--- src/rtl/multdiv_pkg.sv ---
// Shared FSM encodings and the default queue depth for the mult/div issue queue.
package multdiv_pkg;
  typedef enum logic [1:0] {
    MD_IDLE  = 2'd0,
    MD_START = 2'd1,
    MD_RUN   = 2'd2
  } md_state_e;

  localparam int MD_DEFAULT_DEPTH = 4;
endpackage

--- src/rtl/multdiv_queue_mem.sv ---
// DEPTH x {a, b, ir} register array: synchronous write at tail, combinational read.
module multdiv_queue_mem
  import multdiv_pkg::*;
#(
  parameter int WIDTH    = 32,
  parameter int IR_WIDTH = 32,
  parameter int DEPTH    = MD_DEFAULT_DEPTH,
  localparam int PTR_W   = $clog2(DEPTH),
  localparam int ENTRY_W = 2 * WIDTH + IR_WIDTH
) (
  input  logic               clock,
  input  logic               wr_en_i,
  input  logic [PTR_W-1:0]   wr_ptr_i,
  input  logic [ENTRY_W-1:0] wr_dat_i,
  input  logic [PTR_W-1:0]   rd_ptr_i,
  output logic [ENTRY_W-1:0] rd_dat_o
);
  logic [ENTRY_W-1:0] mem_q [DEPTH];

  always_ff @(posedge clock) begin
    if (wr_en_i) mem_q[wr_ptr_i] <= wr_dat_i;
  end

  assign rd_dat_o = mem_q[rd_ptr_i];
endmodule

--- src/rtl/multdiv_issue_queue.sv ---
// Operand queue feeding the iterative mult/div unit; one op in flight, ctrl_start two cycles after a push to an idle queue.
// MULTDIV_FLUSH_EN adds a flush input that empties the queue and idles the FSM.
module multdiv_issue_queue
  import multdiv_pkg::*;
#(
  parameter int WIDTH    = 32,
  parameter int IR_WIDTH = 32,
  parameter int DEPTH    = MD_DEFAULT_DEPTH,
  localparam int CNT_W   = $clog2(DEPTH + 1)
) (
  input  logic                clock,
  input  logic                reset,
  input  logic                ctrl_multdiv,
  input  logic [WIDTH-1:0]    in_a,
  input  logic [WIDTH-1:0]    in_b,
  input  logic [IR_WIDTH-1:0] in_ir,
  input  logic                result_ready,
`ifdef MULTDIV_FLUSH_EN
  input  logic                flush,
`endif
  output logic                full,
  output logic [CNT_W-1:0]    count,
  output logic                ctrl_start,
  output logic                is_running,
  output logic [WIDTH-1:0]    out_a,
  output logic [WIDTH-1:0]    out_b,
  output logic [IR_WIDTH-1:0] out_ir
);
  localparam int PTR_W   = $clog2(DEPTH);
  localparam int ENTRY_W = 2 * WIDTH + IR_WIDTH;

  logic [PTR_W-1:0]    head_q, head_d, tail_q, tail_d, rd_ptr;
  logic [CNT_W-1:0]    count_q, count_d;
  logic                push, pop, flush_w;
  logic [ENTRY_W-1:0]  rd_dat;
  md_state_e           state_q;
  logic                ctrl_start_q, is_running_q;
  logic [WIDTH-1:0]    out_a_q, out_b_q;
  logic [IR_WIDTH-1:0] out_ir_q;

`ifdef MULTDIV_FLUSH_EN
  assign flush_w = flush;
`else
  assign flush_w = 1'b0;
`endif

  assign full = (count_q == CNT_W'(DEPTH));

  // The head slot stays occupied by the in-flight op until result_ready retires it.
  always_comb begin
    pop     = (state_q == MD_RUN) && result_ready && !flush_w;
    push    = ctrl_multdiv && (!full || pop) && !flush_w;
    head_d  = pop  ? head_q + PTR_W'(1) : head_q;
    tail_d  = push ? tail_q + PTR_W'(1) : tail_q;
    count_d = count_q;
    if (push && !pop)      count_d = count_q + CNT_W'(1);
    else if (pop && !push) count_d = count_q - CNT_W'(1);
    if (flush_w) begin
      head_d  = '0;
      tail_d  = '0;
      count_d = '0;
    end
    rd_ptr = (state_q == MD_RUN) ? head_q + PTR_W'(1) : head_q;
  end

  always_ff @(posedge clock) begin
    if (reset) begin
      head_q  <= '0;
      tail_q  <= '0;
      count_q <= '0;
    end else begin
      head_q  <= head_d;
      tail_q  <= tail_d;
      count_q <= count_d;
    end
  end

  multdiv_queue_mem #(
    .WIDTH   (WIDTH),
    .IR_WIDTH(IR_WIDTH),
    .DEPTH   (DEPTH)
  ) u_mem (
    .clock   (clock),
    .wr_en_i (push),
    .wr_ptr_i(tail_q),
    .wr_dat_i({in_a, in_b, in_ir}),
    .rd_ptr_i(rd_ptr),
    .rd_dat_o(rd_dat)
  );

  always_ff @(posedge clock) begin
    if (reset) begin
      state_q      <= MD_IDLE;
      ctrl_start_q <= 1'b0;
      is_running_q <= 1'b0;
      out_a_q      <= '0;
      out_b_q      <= '0;
      out_ir_q     <= '0;
    end else if (flush_w) begin
      state_q      <= MD_IDLE;
      ctrl_start_q <= 1'b0;
      is_running_q <= 1'b0;
    end else begin
      case (state_q)
        MD_IDLE: begin
          if (count_q != '0) begin
            state_q                        <= MD_START;
            ctrl_start_q                   <= 1'b1;
            is_running_q                   <= 1'b1;
            {out_a_q, out_b_q, out_ir_q}   <= rd_dat;
          end
        end
        MD_START: begin
          state_q      <= MD_RUN;
          ctrl_start_q <= 1'b0;
        end
        MD_RUN: begin
          // A second queued entry already sits at head+1, so issue it without an idle gap.
          if (result_ready) begin
            if (count_q > CNT_W'(1)) begin
              state_q                      <= MD_START;
              ctrl_start_q                 <= 1'b1;
              {out_a_q, out_b_q, out_ir_q} <= rd_dat;
            end else begin
              state_q      <= MD_IDLE;
              is_running_q <= 1'b0;
            end
          end
        end
        default: begin
          state_q      <= MD_IDLE;
          ctrl_start_q <= 1'b0;
          is_running_q <= 1'b0;
        end
      endcase
    end
  end

  assign count      = count_q;
  assign ctrl_start = ctrl_start_q;
  assign is_running = is_running_q;
  assign out_a      = out_a_q;
  assign out_b      = out_b_q;
  assign out_ir     = out_ir_q;
endmodule
--- config.mk ---
export PLATFORM = sky130hd
export DESIGN_NAME = multdiv_issue_queue
export DESIGN_NICKNAME = d
export VERILOG_FILES = /design/src/rtl/multdiv_pkg.sv /design/src/rtl/multdiv_queue_mem.sv /design/src/rtl/multdiv_issue_queue.sv
export SDC_FILE = /design/constraint.sdc
export NUM_CORES = 1
export LEC_CHECK = 0
export BUFFER_PORTS_ARGS = -buffer_cell sky130_fd_sc_hd__clkbuf_2
export CAP_MARGIN = 15
export CORE_MARGIN = 1.5
export CORE_UTILIZATION = 45
export DETAILED_ROUTE_END_ITERATION = 8
export GPL_TIMING_DRIVEN = 1
export PLACE_DENSITY = 0.66
export SYNTH_ARGS = -nofsm -noshare
export SYNTH_HDL_FRONTEND = slang
export SYNTH_SLANG_ARGS = --single-unit
--- constraint.sdc ---
create_clock -name clock -period 3.75 [get_ports clock]
set_clock_uncertainty 0.1 [all_clocks]
set_input_delay 0.75 -clock clock [delete_from_list [all_inputs] [get_ports clock]]
set_output_delay 0.75 -clock clock [all_outputs]
set_load 0.02 [all_outputs]
-- After elaboration in Yosys (flattened, before gate mapping)
Memory sizes are Yosys's and may differ from the RTL's.
Cells that the tools add are included.
- $add $sub $neg: 4
- $lt $le $gt $ge: 1
- equality and inequality tests: 7
- multiplexer cells: 28
- bitwise logic cells: 1
- reductions and logical operators: 16
- operator list (cell ; number):
    two-way mux 32 bit ; 9
    one-hot mux 32 bit (2 select lines) ; 3
    two-way mux 1 bit ; 8
    AND reduction 4 bit ; 2
    two-way mux 2 bit ; 3
    two-way mux 3 bit ; 2
    != test 2 bit (second input constant) ; 3
    one-hot mux 2 bit (3 select lines) ; 1
    adder 2 x 1 -> 2 bit (second input constant) ; 2
    logical AND 1 bit ; 4
    nonzero test 2 bit ; 2
    adder 3 x 1 -> 3 bit (second input constant) ; 1
    equality test 3 bit (second input constant) ; 1
    > comparator 3 x 1 -> 1 bit (second input constant) ; 1
    zero test 1 bit ; 3
    one-hot mux 1 bit (3 select lines) ; 1
    AND reduction 3 bit ; 1
    nonzero test 3 bit ; 1
    subtractor 3 x 1 -> 3 bit (second input constant) ; 1
    equality test 2 x 1 -> 1 bit (second input constant) ; 1
    equality test 2 bit (second input constant) ; 1
    zero test 2 bit ; 1
    != test 2 x 1 -> 1 bit (second input constant) ; 1
    one-hot mux 1 bit (2 select lines) ; 1
    other kinds (3) ; 3
- register bits after elaboration: 107
- bits in writable memories: 384
- bits of input ports: 100
- output and inout port bits: 102
- memories: 1
- memory list (memory ; depth ; bits a word ; rd ports ; clocked after Yosys merged registers in ; wr ports ; RTL line ; source):
    u_mem.mem_q ; 4 ; 96 ; 1 ; 0 ; 1 ; multdiv_queue_mem.sv:18 ; logic [ENTRY_W-1:0] mem_q [DEPTH];

-- Logic depth before layout (Yosys ltp)
Gate-level depths: netlist of run 1.
- depth in word-level cells: 8
- gate-level depth with buffers: 9
- depth with buffers taken out: 9

-- Cells and area by module
From an unflattened synthesis of run 1, not the netlist that was laid out.
- cell total of the unflattened synthesis: 988
- area total of the unflattened synthesis: 18726.7 sq um
- by module, submodules not included (module ; times used ; cells an instance ; area each (sq um) ; seq. area each (sq um)):
    multdiv_queue_mem ; 1 ; 506 ; 13889.6 ; 11531.1
    multdiv_issue_queue ; 1 ; 482 ; 4837.1 ; 2142.1

-- Least setup slack after synthesis of run 1
No wires, ideal clock.
- kind: in2reg
- start: input result_ready
- end: memory u_mem.mem_q[0][0] (netlist bit) (enable)
- arrival time: 3.481 ns
- data required time: 3.184 ns
- setup slack: -0.296 ns
- stages on the path: 3
- buffers on the path: 0
- path through: and3b_1 -> o21a_1 -> and2_1
- longest elaborated chain between the ends: 5
- ends and longest elaborated chain (what ; RTL line ; source):
    from (decl) ; multdiv_issue_queue.sv:17 ; input logic result_ready,
    logical AND 1 bit ; multdiv_issue_queue.sv:51 ; pop = (state_q == MD_RUN) && result_ready && !flush_w;
    logical OR 1 bit ; multdiv_issue_queue.sv:52 ; push = ctrl_multdiv && (!full || pop) && !flush_w;
    logical AND 1 bit ; multdiv_issue_queue.sv:52 ;
    named net push ; multdiv_issue_queue.sv:34 ; logic push, pop, flush_w;
    two-way mux 1 bit ; multdiv_queue_mem.sv:21 ; if (wr_en_i) mem_q[wr_ptr_i] <= wr_dat_i;
    two-way mux 1 bit (not written as such) ; multdiv_queue_mem.sv:21 ;
    to (decl) ; multdiv_queue_mem.sv:18 ;
The timed path passes the listed nets, and every way through them passes these cells.

-- Final worst setup path of run 1
- start: register count_q[0], in the netlist count[0]
- end: register out_b_q[21], in the netlist out_b[21]
- longest elaborated chain between the ends: 3
- ends and longest elaborated chain (what ; RTL line ; source):
    from (decl) ; multdiv_issue_queue.sv:33 ; logic [CNT_W-1:0] count_q, count_d;
    from (signal assigned) ; multdiv_issue_queue.sv:74 ; count_q <= count_d;
    > comparator 3 x 1 -> 1 bit or nonzero test 3 bit (tied branches) ; multdiv_issue_queue.sv:120, multdiv_issue_queue.sv:106 ;
    != test 2 x 1 -> 1 bit (no line) or != test 2 bit (tied branches) ; -- ;
    AND reduction 4 bit (no line) * ; -- ;
    to (signal assigned) ; multdiv_issue_queue.sv:110 ; {out_a_q, out_b_q, out_ir_q} <= rd_dat;
    to (signal assigned) ; multdiv_issue_queue.sv:123 ; {out_a_q, out_b_q, out_ir_q} <= rd_dat;
    to (decl) ; multdiv_issue_queue.sv:38 ; logic [WIDTH-1:0] out_a_q, out_b_q;
Mark *: on every way between the ends. The rest lies on a longest branch, timed or not.
A chain may end at the register's enable or synchronous reset.

==> run metrics, run 1 <==
register bit total from synthesis=491; Final Wtd Congestion=0.716; sequential area share after synthesis=0.624; Yosys cell types=35; number of warnings issued by yosys=0; worst-margin pin slew=0.810 ns; hold violation total from the final report=0; # resized after CTS=0; Avg WL per Cell=20.3 microns; clock network latency to the later pin of the worst-skew pair=0.59 ns; number of levels the H-tree was split into=2; time the final worst path needs with I/O delays and setup=between 2 and 3 ns; leakage power summed over all cells=~0.0086 uW; multi-input gate area in the final layout=between 0.007 and 0.008 sq mm; final sum of negative setup slack=0 ns; leading area contributor after synthesis=sky130_fd_sc_hd__edfxtp_1; via count=12716; initial cell density of the core=0.458; IO Pins=between 200 and 250; number of nets produced by synthesis=around 1600; class of the most critical hold timing path=input port to flop; share of layout cells above drive strength 1=0.381; number of clock buffers inserted by TritonCTS=53; Fill cells=3976; met2 layer usage reported by global route=0.341; TritonCTS clock tree=done; hold_buf cts=0; sequential cell area=0.0137 sq mm; crit path capture type=flop; HPWL reported at the end of detailed placement=around 29 mm; MaxCap Viol Count=0; power per unit of standard cell area=724 mW/mm^2; Layout Nets=1811; final setup violating endpoints=0; final routed DRC violation total=0; Iteration-0 DRC Markers=approximately 740; share of Yosys cell area claimed by the top area cell type=0.526; VDD IR max=0.705 mV; GRT Residual Overflow=0; data required time at the worst endpoint=approximately 4.2 ns; Initial DRT Pass Iterations=4; via count of the first global-routing pass=roughly 13000; critical path cell sequence=inv_1, ha_1, nor3b_1, a2111o_2, buf_12, nand2_1, a21oi_1; arrival time at the worst endpoint=3.00 ns; global-route wire length before repair=between 70 and 80 mm; leading cell type in the layout, fill and taps excluded=sky130_fd_sc_hd__edfxtp_1; number of vias per cell=5.38; critical path class=flop to flop; Rel. slew slack=0.460; critical path fanouts, max=66; clock sink count=491; Post-Synthesis Cell Area=about 0.022 sq mm; final number of max-transition violations=0; maximum buffer depth of the clock tree=3; Clk pin slew, worst setup/hold paths=0.06 ns; master cell of the clock root buffer=sky130_fd_sc_hd__clkbuf_16; Global Route met1 Usage=0.240; Die X=224 microns; routed wire length=47.9 mm; Synth-to-Final Area Change=15.7%; Global Route Usage Sum=0.195; Worst path slowest cell=sky130_fd_sc_hd__a2111o_2; layer with the highest usage after global routing=met2; minimum setup slack in the final design=1.16 ns; met3 Resource Use GR=0.0391; Core Box Area=0.0478 sq mm; maximum number of pins on one net before global-route repair=175; number of antenna violations at the first check in global routing=8; cell area after layout=between 0.02 and 0.03 sq mm; outcome=finished clean; maximum single-stage delay on the critical path=0.62 ns; utilization after layout=0.530; number of cell rows=80; post-synthesis cell count=1538; crit start category=flop; vertical extent of the die=approximately 220 microns; unrepaired setup endpoints after global routing=no; area after detailed placement=0.0236 sq mm; worst setup timing slack at the placement stage=approximately 0.91 ns; antenna violation net count after detailed routing=0; synthesized area per cell=14.2 sq um; die area=0.0500 sq mm; final critical-path share of the clock period=0.692; Fmax=385 MHz; highest-count cells in the layout ignoring fill and taps=sky130_fd_sc_hd__edfxtp_1, sky130_fd_sc_hd__clkbuf_2, sky130_fd_sc_hd__nand2b_1; buffers added on ports=201; synth top area cells=sky130_fd_sc_hd__edfxtp_1, sky130_fd_sc_hd__mux4_2, sky130_fd_sc_hd__dfxtp_1; buffers inserted by post-CTS timing repair=0
## sequential cells by signal, summed over array words and instances (netlist names)
name	flops
state_q	2
count	3
is_running	1
u_mem.mem_q	384
out_a	32
out_ir	32
out_b	32
tail_q	2
head_q	2
ctrl_start	1
## through the flow
step	hold slack [ns]	std cells	total power [uW]
3_3_place_gp	0.342	2262	13200
4_1_cts	0.246	2361	18600
3_5_place_dp	0.347	2262	13400
2_1_floorplan	0.414	1538	11400
6_report	0.282	2364	18300
5_1_grt	0.264	2363	19300
## where the power goes
group          internal (uW)  switching [uW]  total [uW]
sequential              6950             524        7470
combinational           2180            3490        5670
clock                   3130            2060        5190
total                  12300            6080       18300
## Yosys cell counts (all sizes together)
master and count:
ha 9, or2b 4, and3b 1, and2 4, xnor2 3, a2111oi 1, nor3b 1, or2 192
o21bai 2, nand2 99, nor2 10, edfxtp 384, inv 7, xor2 3, a2111o 1, mux4 96
a311oi 1, or3 1, a21oi 100, nand2b 190, clkbuf 88, mux2 96, o21a 1, nor3 1
mux2i 2, buf 31, nor2b 5, o21ai 2, o211ai 96, dfxtp 107
## worst max-delay path: cells and delay by family (launching register included)
family,cells,cell delay (ns)
AOI/OAI and AO/OA,2,0.78
buffers and inverters,2,0.52
and+or+nand+nor,2,0.53
DFF,1,0.37
adders and majority gates,1,0.17
## cell type report
cell class              count  area share
multi-input cells         921       0.303
diodes                      3    0.000296
clock inverters            27      0.0101
inverters                   7     0.00104
clock buffers              72      0.0592
well taps                 615      0.0304
repair buffers            228      0.0562
flip-flops and latches    491       0.540
## metal layers
| metal | wire (microns) | vias up |
|---|---|---|
| li1 | - | 5982 |
| met1 | 20100 | 6400 |
| met2 | 24300 | 246 |
| met3 | 2310 | 78 |
| met4 | 1120 | 10 |
| met5 | 53 | - |
## logic make-up after synthesis
family / Yosys count / share of synthesized area
buf+inv: 126 / 0.0266
fa+ha+maj: 9 / 0.00514
xor+xnor: 6 / 0.00274
flops: 491 / 0.624
mux: 194 / 0.149
simple gates: 508 / 0.133
compound gates: 204 / 0.0594
## path summary, 6_finish.rpt
path         cells after the start                 end       start  slack (ns)
min reg2reg                      2          out_ir[12]  out_ir[12]        0.35
max reg2reg                      7           out_b[21]    count[0]        1.16
min                              1  u_mem.mem_q[2][40]     in_b[8]        0.28
max                              7           out_b[21]    count[0]        1.16
No activity file was read; power rests on OpenSTA's default activity.
==> run 2: changes to the inputs <==
- clock period: 3.75 -> 2.2 ns (I/O delays scaled with it)
==> run 2 against run 1 <==
- sequential cell count stayed put
- sequential share of layout area is 3.6 points lower
- critical path type unchanged
- setup slack worse by 1.1 ns
- sequential power is 71% higher
- highest routed layer unchanged
- clock power is 76% higher
- register-to-register slack worse by 1.1 ns
- non-clock buffer count is 149 higher
==> run metrics, run 2 (same netlist as run 1, synthesis figures left out) <==
HPWL reported at the end of detailed placement=29.5 mm; GRT Residual Overflow=0; number of levels the H-tree was split into=2; Final Wtd Congestion=roughly 0.73; via count of the first global-routing pass=13656; outcome=finished clean; count of cell instances traversed by the critical path=8; share of layout cells above drive strength 1=0.384; Avg WL per Cell=19.5 microns; class of the most critical hold timing path=input port to flop; maximum single-stage delay on the critical path=about 0.49 ns; FF-to-FF Start=count[0]; clock network latency to the later pin of the worst-skew pair=0.60 ns; hold violation total from the final report=0; TritonCTS clock tree=done; highest-count cells in the layout ignoring fill and taps=sky130_fd_sc_hd__edfxtp_1, sky130_fd_sc_hd__clkbuf_2, sky130_fd_sc_hd__nand2b_1; clock sink count=491; routed wire length=49.0 mm; minimum setup slack in the final design=0.0568 ns; number of cell rows=80; Die X=around 220 microns; maximum buffer depth of the clock tree=3; Clk pin slew, worst setup/hold paths=about 0.060 ns; Rel. slew slack=0.645; die area=0.0500 sq mm; number of vias per cell=5.34; via count=13419; power per unit of standard cell area=1220 mW/mm^2; IO Pins=202; origin of the worst setup path=count[0]; leading cell type in the layout, fill and taps excluded=sky130_fd_sc_hd__edfxtp_1; initial cell density of the core=0.458; time the final worst path needs with I/O delays and setup=2.14 ns; data required time at the worst endpoint=2.62 ns; final setup violating endpoints=0; combined buffer and inverter count along the critical path=3; utilization after layout=0.568; leakage power summed over all cells=0.00935 uW; flip-flop count of the largest register after layout=384; buffers added on ports=201; VDD IR max=1.17 mV; top register by number of flip-flops=u_mem.mem_q; crit path capture type=flop; vertical extent of the die=about 220 microns; critical path class=flop to flop; number of clock buffers inserted by TritonCTS=53; Worst R2R End=out_ir[4]; Worst path slowest cell=sky130_fd_sc_hd__a2111oi_4; MaxCap Viol Count=0; Core Box Area=0.0478 sq mm; Synth-to-Final Area Change=24.0%; antenna violation net count after detailed routing=0; global-route wire length before repair=approximately 75 mm; setup slack of the most critical reg-to-reg path=roughly 0.057 ns; Layout Nets=1960; final routed DRC violation total=0; number of antenna violations at the first check in global routing=3; Iteration-0 DRC Markers=759; Initial DRT Pass Iterations=5; final sum of negative setup slack=0 ns; Global Route Usage Sum=0.194; Fmax=467 MHz; final number of max-transition violations=0; worst reg2reg path depth=8; critical path fanouts, max=12; master cell of the clock root buffer=sky130_fd_sc_hd__clkbuf_16; critical path cell sequence=inv_4, ha_4, nor3b_4, a2111oi_4, buf_6, clkbuf_16, o211ai_1, a21oi_1; final critical-path share of the clock period=0.974; arrival time at the worst endpoint=around 2.6 ns; CP Capture Point=out_ir[4]; maximum number of pins on one net before global-route repair=90; crit start category=flop; worst setup timing slack at the placement stage=0.0732 ns; family with the most delay on the worst path=compound AO/OA/AOI/OAI gates; critical hold path startpoint=result_ready; worst-margin pin slew=0.532 ns
run 2: changes by cell type in the layout (fill, tap and decap cells not counted), sizes merged:
cell | previous run | this run
clkbuf | 272 | 270
bufinv | 5 | 7
clkinv | 21 | 20
diode | 3 | 1
clkinvlp | 0 | 4
buf | 28 | 78
dlygate4sd3 | 0 | 96
inv | 8 | 9
run 2: final cells by class:
type / instances / area [sq um]
multi-input cells: 921 / 7730
clock buffers: 67 / 1450
fillers: 3809 / 20700
clock inverters: 33 / 348
inverters: 7 / 31.3
flip-flops and latches: 491 / 13700
repair buffers: 377 / 3140
well taps: 615 / 769
diodes: 1 / 2.50
run 2: how the worst min path moves through the flow:
stage,cells after the start,endpoint
floorplan,2,tail_q[1]
CTS,4,state_q[1]
finish,4,state_q[1]
global placement,2,out_a[15]
global route,4,state_q[1]
detailed placement,2,out_b[17]
run 2: what timing repair did:
action	4_1_cts	5_1_grt
setup buffers	0	9
resized for setup	0	12
hold endpoints to repair	384	0
endpoints found under the setup margin	0	59
hold buffers	96	0
run 2: metrics by stage:
step	power, uW	std cells	cell area, sq um	hold slack (ns)
5_1_grt	34800	2512	27200	0.0670
6_report	33200	2512	27200	0.0625
2_1_floorplan	19500	1538	21900	0.414
4_1_cts	32900	2499	27000	0.0241
3_3_place_gp	23300	2303	24200	0.343
3_5_place_dp	23600	2303	24200	0.347
run 2: worst reg2reg max path: cells and delay by family, from the launching register on:
| family | cells | cell delay [ns] |
|---|---|---|
| compound gates | 3 | 0.72 |
| simple gates | 1 | 0.15 |
| buf+inv | 3 | 0.51 |
| flops | 1 | 0.42 |
| fa+ha+maj | 1 | 0.16 |
run 2: where the power goes:
group / switching, uW / total [uW] / internal, uW / leakage, uW
Sequential: 912 / 12800 / 11800 / 0.00440
Combinational: 6370 / 11300 / 4930 / 0.00407
Clock: 3630 / 9120 / 5490 / 0.000878
Total: 10900 / 33200 / 22300 / 0.00935
run 2: routing by layer:
metal  vias to the layer above  GRT usage  part of all wire
met5                         -          0           0.00041
met4                         4     0.0643             0.020
met3                        73     0.0312             0.043
met2                       300      0.341              0.51
met1                      6744      0.245              0.43
li1                       6298          -                 -
